$ cat src/rtl/sll32_iter.sv
// sll32_iter: multi-cycle 32-bit logical left shifter for the SLL/SLLV ALU path.
// The operand is shifted STEP bits per cycle under a start/busy/done handshake.
// Optional build macro SLL32_ROTATE_EN: when defined, rot=1 at start selects a
// rotate-left instead of a zero-filling shift (same latency and handshake).
// The variable-shift select is named var_i because 'var' is a reserved word.
module sll32_iter #(
    parameter int STEP = 4
) (
    input  logic        clk,
    input  logic        rst_n,
    input  logic        start,
    input  logic        var_i,
    input  logic        rot,
    input  logic [31:0] A,
    input  logic [31:0] B,
    output logic [31:0] o,
    output logic        busy,
    output logic        done
);

    generate
        if (!(STEP == 1 || STEP == 2 || STEP == 4 || STEP == 8 || STEP == 16)) begin : g_bad_step
            $error("sll32_iter: STEP must be 1, 2, 4, 8 or 16");
        end
    endgenerate

    localparam logic [4:0] STEP_AMT = 5'(STEP);

    typedef enum logic [1:0] {
        IDLE  = 2'd0,
        SHIFT = 2'd1,
        DONE  = 2'd2
    } state_t;

    state_t      state_q, state_d;
    logic [31:0] acc_q, acc_d;
    logic [4:0]  rem_q, rem_d;
    logic [4:0]  shamt;
    logic [4:0]  step_amt;
    logic [4:0]  rem_left;
    logic [31:0] shifted;

`ifdef SLL32_ROTATE_EN
    logic        rot_q, rot_d;

    // Rotate left by s (1..16 while shifting); bits leaving the MSB re-enter at the LSB.
    function automatic logic [31:0] rotl(input logic [31:0] a, input logic [4:0] s);
        logic [5:0] back;
        back = 6'd32 - {1'b0, s};
        return (a << s) | (a >> back);
    endfunction
`endif

    // Upper instruction/register bits never contribute to the shift amount.
`ifdef SLL32_ROTATE_EN
    logic unused_bits;
    assign unused_bits = ^{B[31:11], B[5]};
`else
    logic unused_bits;
    assign unused_bits = ^{B[31:11], B[5], rot};
`endif

    assign shamt    = var_i ? B[4:0] : B[10:6];
    assign step_amt = (rem_q < STEP_AMT) ? rem_q : STEP_AMT;
    assign rem_left = rem_q - step_amt;

`ifdef SLL32_ROTATE_EN
    assign shifted = rot_q ? rotl(acc_q, step_amt) : (acc_q << step_amt);
`else
    assign shifted = acc_q << step_amt;
`endif

    // Next-state logic: operand capture in IDLE, one partial shift per SHIFT cycle.
    always_comb begin
        state_d = state_q;
        acc_d   = acc_q;
        rem_d   = rem_q;
`ifdef SLL32_ROTATE_EN
        rot_d   = rot_q;
`endif
        case (state_q)
            IDLE: begin
                if (start) begin
                    acc_d   = A;
                    rem_d   = shamt;
`ifdef SLL32_ROTATE_EN
                    rot_d   = rot;
`endif
                    state_d = (shamt != 5'd0) ? SHIFT : DONE;
                end
            end
            SHIFT: begin
                acc_d = shifted;
                rem_d = rem_left;
                if (rem_left == 5'd0) begin
                    state_d = DONE;
                end
            end
            DONE: begin
                state_d = IDLE;
            end
            default: begin
                state_d = IDLE;
            end
        endcase
    end

    // State register; reset discards any partial result.
    always_ff @(posedge clk) begin
        if (!rst_n) begin
            state_q <= IDLE;
            acc_q   <= 32'd0;
            rem_q   <= 5'd0;
`ifdef SLL32_ROTATE_EN
            rot_q   <= 1'b0;
`endif
        end else begin
            state_q <= state_d;
            acc_q   <= acc_d;
            rem_q   <= rem_d;
`ifdef SLL32_ROTATE_EN
            rot_q   <= rot_d;
`endif
        end
    end

    assign o    = acc_q;
    assign busy = (state_q != IDLE);
    assign done = (state_q == DONE);

endmodule

$ cat config.mk
export PLATFORM = sky130hd
export DESIGN_NAME = sll32_iter
export DESIGN_NICKNAME = d
export VERILOG_FILES = /design/src/rtl/sll32_iter.sv
export SDC_FILE = /design/constraint.sdc
export NUM_CORES = 1
export LEC_CHECK = 0
export CAP_MARGIN = 25
export CORE_ASPECT_RATIO = 2
export CORE_UTILIZATION = 28
export DETAILED_ROUTE_END_ITERATION = 8
export HOLD_SLACK_MARGIN = 0.15
export MAX_ROUTING_LAYER = met4
export SYNTH_ARGS = -nofsm -noshare
export SYNTH_HDL_FRONTEND = slang
export SYNTH_SLANG_ARGS = --single-unit
$ cat constraint.sdc
create_clock -name clk -period 2.75 [get_ports clk]
set_clock_uncertainty 0.2 [all_clocks]
set_input_delay 0.4125 -clock clk [delete_from_list [all_inputs] [get_ports clk]]
set_output_delay 0.4125 -clock clk [all_outputs]
set_load 0.005 [all_outputs]
* Word-level counts from Yosys, hierarchy flattened
Cells that the tools add are included.
** Operators by class
- Add/subtract/negate cells :: 1
- Muxes and demuxes :: 10
- Shifts and indexed selects :: 1
- Reduce and logical (&&, ||, !) cells :: 7
- Eq/ne operators :: 4
- Order comparisons :: 1
** Operator list (number)
- $pmux W32 S2 :: 1
- $mux W32 :: 1
- $shl A32 B5 Y32 :: 1
- $mux W5 :: 3
- $pmux W5 S2 :: 1
- $mux W2 :: 3
- $logic_not A5 Y1 :: 1
- $lt A5 B3 Y1 const B :: 1
- $reduce_bool A5 Y1 :: 1
- $sub A5 B5 Y5 :: 1
- $ne A2 B2 Y1 const B :: 2
- $pmux W2 S2 :: 1
- $reduce_and A2 Y1 :: 2
- $reduce_bool A2 Y1 :: 2
- $eq A2 B1 Y1 const B :: 1
- $eq A2 B2 Y1 const B :: 1
- $logic_not A2 Y1 :: 1
** Word-level totals
- Register bits after elaboration :: 39
- Bits of input ports :: 69
- Output and inout bits :: 34
- Word-level logic and storage cells :: 27

* Longest topological paths before layout
- Word-level depth :: 6
- Gate-level depth with buffers :: 10
- Depth with buffers taken out :: 8

* Least setup slack after synthesis
Ideal clock, no wire load.
- Path type :: reg2reg
- Start point :: reg rem_q[1]
- End point :: reg state_q[0]
- Setup slack :: 285 ps
- Setup time :: 117 ps
- Arrival :: 2147 ps
- Required time :: 2433 ps
- Path buffers :: 2
- Cell stages (with the launch flop) :: 10
- Clock period less this slack :: 2465 ps
- Cell sequence :: dfxtp_1 > clkbuf_1 > clkbuf_1 > nand2_1 > ha_1 > o21a_1 > o21a_1 > nor2_1 > nand4bb_1 > a32o_1
** Between the ends
- Cells in the longest elaborated chain, start to end :: 6
** Ends and longest elaborated chain
- start: declaration :: line 37 : logic [4:0] rem_q, rem_d;
- start signal: assignment :: line 120 : rem_q <= rem_d;
- $lt A5 B3 Y1 :: line 64 : assign step_amt = (rem_q < STEP_AMT) ? rem_q : STEP_AMT;
- $mux W5 :: line 64
- $sub A5 B5 Y5 * :: line 65 : assign rem_left = rem_q - step_amt;
- $logic_not A5 Y1 * :: line 95 : if (rem_left == 5'd0) begin
- $ne A2 B2 Y1 (no line) *
- $reduce_and A2 Y1 (no line) *
- end signal: assignment :: line 118 : state_q <= state_d;
- end: declaration :: line 35 : state_t state_q, state_d;
Every way passes the cells marked *; elsewhere a longest branch is shown, timed or not.
A chain may end at the register's enable or synchronous reset.

* Final worst setup path
- Start point :: reg rem_q[4]
- End point :: reg state_q[0]
The elaborated chain is that of the path after synthesis.

==> impl_metrics.csv <==
group,metric,value,unit
status,status,"finished clean",
setup_path,rr_startpoint,"rem_q[4]",
floorplan,core_area,10500,um^2
routing,first_pass_iters,4,
final_layout,postLayoutCellArea,4190,um^2
setup_path,cp.arrival,2.43,ns
final_layout,nets,555,
floorplan,io_pins,103,
min_path,holdCritStartpoint,"o[29]",
cts,cts_resized,0,
timing,hold_violations,0,
cts,cts_tree,"done",
floorplan,start_util,0.288,
final_layout,layout-drive-gt1-share,0.105,
cts,cts_buffers,5,
cts,clkTransAtPathRegs,0.06,ns
pwr,leakage,1.56,nW
routing,viasPerCell,5.85,
timing,grt_setup_unrepaired,"false",
setup_path,max_stage_delay,0.59,ns
timing,post-route-period-util,0.889,
placement,gp_congestion,0.906,
pwr,power.density,606,nW/um^2
logic_synthesis,synth_area,3040,um^2
logic_synthesis,synth_warnings,0,
timing,setup-violations-final,0,
global_route,grt-ovfl-total,0,
setup_path,cp_max_fo,11,
logic_synthesis,avgSynthCellArea,7.38,um^2
final_layout,fillers,1104,
global_route,met3_usage,0.0324,
timing,min_period,2.44,ns
logic_synthesis,syn_nets,482,
global_route,top_usage_layer,"met2",
setup_path,crit_top_cell,"o21a_1",
cts,cts.sinks,39,
routing,antenna_left,0,
routing,drtIter0Drc,246,
final_layout,diodes,0,
logic_synthesis,synthArstFlopShare,0,
floorplan,dieArea,11300,um^2
timing,finalMaxSlewViolations,0,
setup_path,cp-startpoint,"rem_q[4]",
logic_synthesis,synth_ff_type,"dfxtp_1",
pwr,power,2.53,mW
setup_path,cp-start-kind,"flip-flop",
routing,drc,0,
logic_synthesis,syn_inst,412,
min_path,hold_class,"flip-flop to flip-flop",
final_layout,area_growth,37.7,%
routing,drt-total-wl,12400,um
timing,slew-limit-headroom,0.633,
setup_path,setup.worst_path.class,"flip-flop to flip-flop",
placement,io_buffers,79,
global_route,grt.total_usage,0.235,
min_path,holdPathStages,2,
pwr,ir_worst_vdd,0.000347,V
cts,cts_buffer_depth,2,
routing,wl_per_cell,20.0,um
floorplan,die_h,149,um
setup_path,slowest_stage,"dfxtp_1",
global_route,grt_use_met2,0.389,
setup_path,crit_chain,"or3_1, nand2_1, ha_1, o21a_1, o21a_1, nor2_1, nand4bb_1, a32o_1",
global_route,grt_start_max_net_pins,44,
cts,cts_setup_buffers,0,
logic_synthesis,synth-edff-count,0,
cts,clk_latency,0.29,ns
global_route,grt_pass1_wl,19200,um
setup_path,cp.required,2.74,ns
cts,ctsHoldBuffers,0,
global_route,gr-usage-met1,0.262,
logic_synthesis,ys_seq_area_frac,0.257,
placement,place_area,4040,um^2
placement,hpwl,8570,um
routing,vias,3639,
floorplan,die_w,75.7,um
floorplan,fp-row-count,53,
timing,fmax,409,MHz
global_route,antenna_found_initial,0,
cts,cts_root_buf,"clkbuf_16",
timing,finalSetupTns,0,ns
run,max_cap_viol_count,0,
logic_synthesis,ys_ff_latch,39,
cts,htreeDepth,2,
global_route,first_global_vias,3601,
timing,tightest_slew,0.549,ns
setup_path,end_kind,"flip-flop",
setup_path,reg2regPathDepth,8,
logic_synthesis,synth.lib_cells_used.distinct,60,
-- power breakdown --
group          internal, mW  total [mW]  leakage, nW  switching [mW]
Combinational         0.530        1.12         1.16           0.591
Sequential            0.655       0.812        0.323           0.157
Clock                 0.355       0.602       0.0727           0.247
-- metrics by stage --
| step | hold WS, ns | setup WS (ns) | cells | utilization |
|---|---|---|---|---|
| after floorplan | 0.285 | 0.285 | 412 | - |
| after global placement | 0.308 | 0.398 | 615 | 0.383 |
| after detailed placement | 0.304 | 0.322 | 615 | 0.383 |
| after CTS | 0.315 | 0.308 | 622 | 0.397 |
| after global routing | 0.331 | 0.165 | 622 | 0.397 |
| final | 0.333 | 0.307 | 622 | 0.397 |
-- metal layers --
metal  routed length (um)  vias up
li1                     -     1680
met1                 4720     1738
met2                 6390      186
met3                  760       35
met4                  542        0
met5                    0        -
-- cell usage after synthesis, types with 2 or more instances --
master	number	area share
a211oi_1	5	0.012
a21boi_0	3	0.0074
a21oi_1	45	0.074
a221oi_1	6	0.017
a31oi_1	20	0.041
a32oi_1	4	0.012
a41oi_1	2	0.0058
buf_2	8	0.013
buf_6	3	0.011
clkbuf_1	29	0.036
dfxtp_1	39	0.26
inv_1	4	0.0049
mux2_2	4	0.015
mux2i_1	24	0.079
mux4_2	3	0.022
nand2_1	60	0.074
nand2b_1	5	0.010
nand3_1	21	0.035
nand4_1	2	0.0041
nor2_1	16	0.020
nor2b_1	6	0.012
nor3_1	6	0.0099
nor4_1	2	0.0041
o211ai_1	3	0.0074
o21a_1	6	0.015
o21ai_0	41	0.067
o21ai_1	2	0.0033
o221ai_1	3	0.0086
o22a_1	3	0.0086
o22ai_1	3	0.0062
or3_1	2	0.0041
or4_1	3	0.0074
or4b_4	2	0.0091
-- cell type report --
class                           instances  area (um^2)  area share
Tap cell                              137          171      0.0410
Inverter                                5         18.8     0.00448
Timing Repair Buffer                  108         1020       0.244
Multi-Input combinational cell        326         2050       0.490
Clock inverter                          1         5.00     0.00120
Sequential cell                        39          781       0.187
Clock buffer                            6          139      0.0332
-- cells by family (layout without fill, tap and decap cells) --
group                      Yosys count  after routing  synth area share
AOI/OAI and AO/OA                  157            157             0.319
muxes                               32             32             0.125
buffers and inverters               47            120            0.0724
DFF                                 39             39             0.257
and+or+nand+nor                    134            134             0.219
xor gates and xnor gates             1              1           0.00288
other                                1              1           0.00123
adders and majority gates            1              1           0.00411
-- worst max-delay path, delay by kind of cell, from the launching register on --
kind                     cells  cell delay (ns)
flip-flops                   1             0.59
AND/OR/NAND/NOR              4             0.63
AO/OA/AOI/OAI                3             0.68
adder cells (fa/ha/maj)      1             0.25
-- placed cells by master (no fill, tap or decap), types with 16 or more instances in the layout --
cell and count:
o21ai_0 41, dfxtp_1 39, clkdlybuf4s50_1 79, mux2i_1 24, nor2_1 16, nand2_1 60, a21oi_1 44, a31oi_1 20
nand3_1 21, buf_4 28
-- flip-flops by register name (all words and copies together) (netlist names) --
register and cells:
o 32, rem_q 5, state_q 2
-- path summary, 6_finish.rpt --
path	slack, ns	end
worst max-delay path	0.31	state_q[0]
worst min-delay path	0.33	o[29]
worst max register to register	0.31	state_q[0]
worst min register to register	0.33	o[29]
Power figures use the tool's default switching activity.
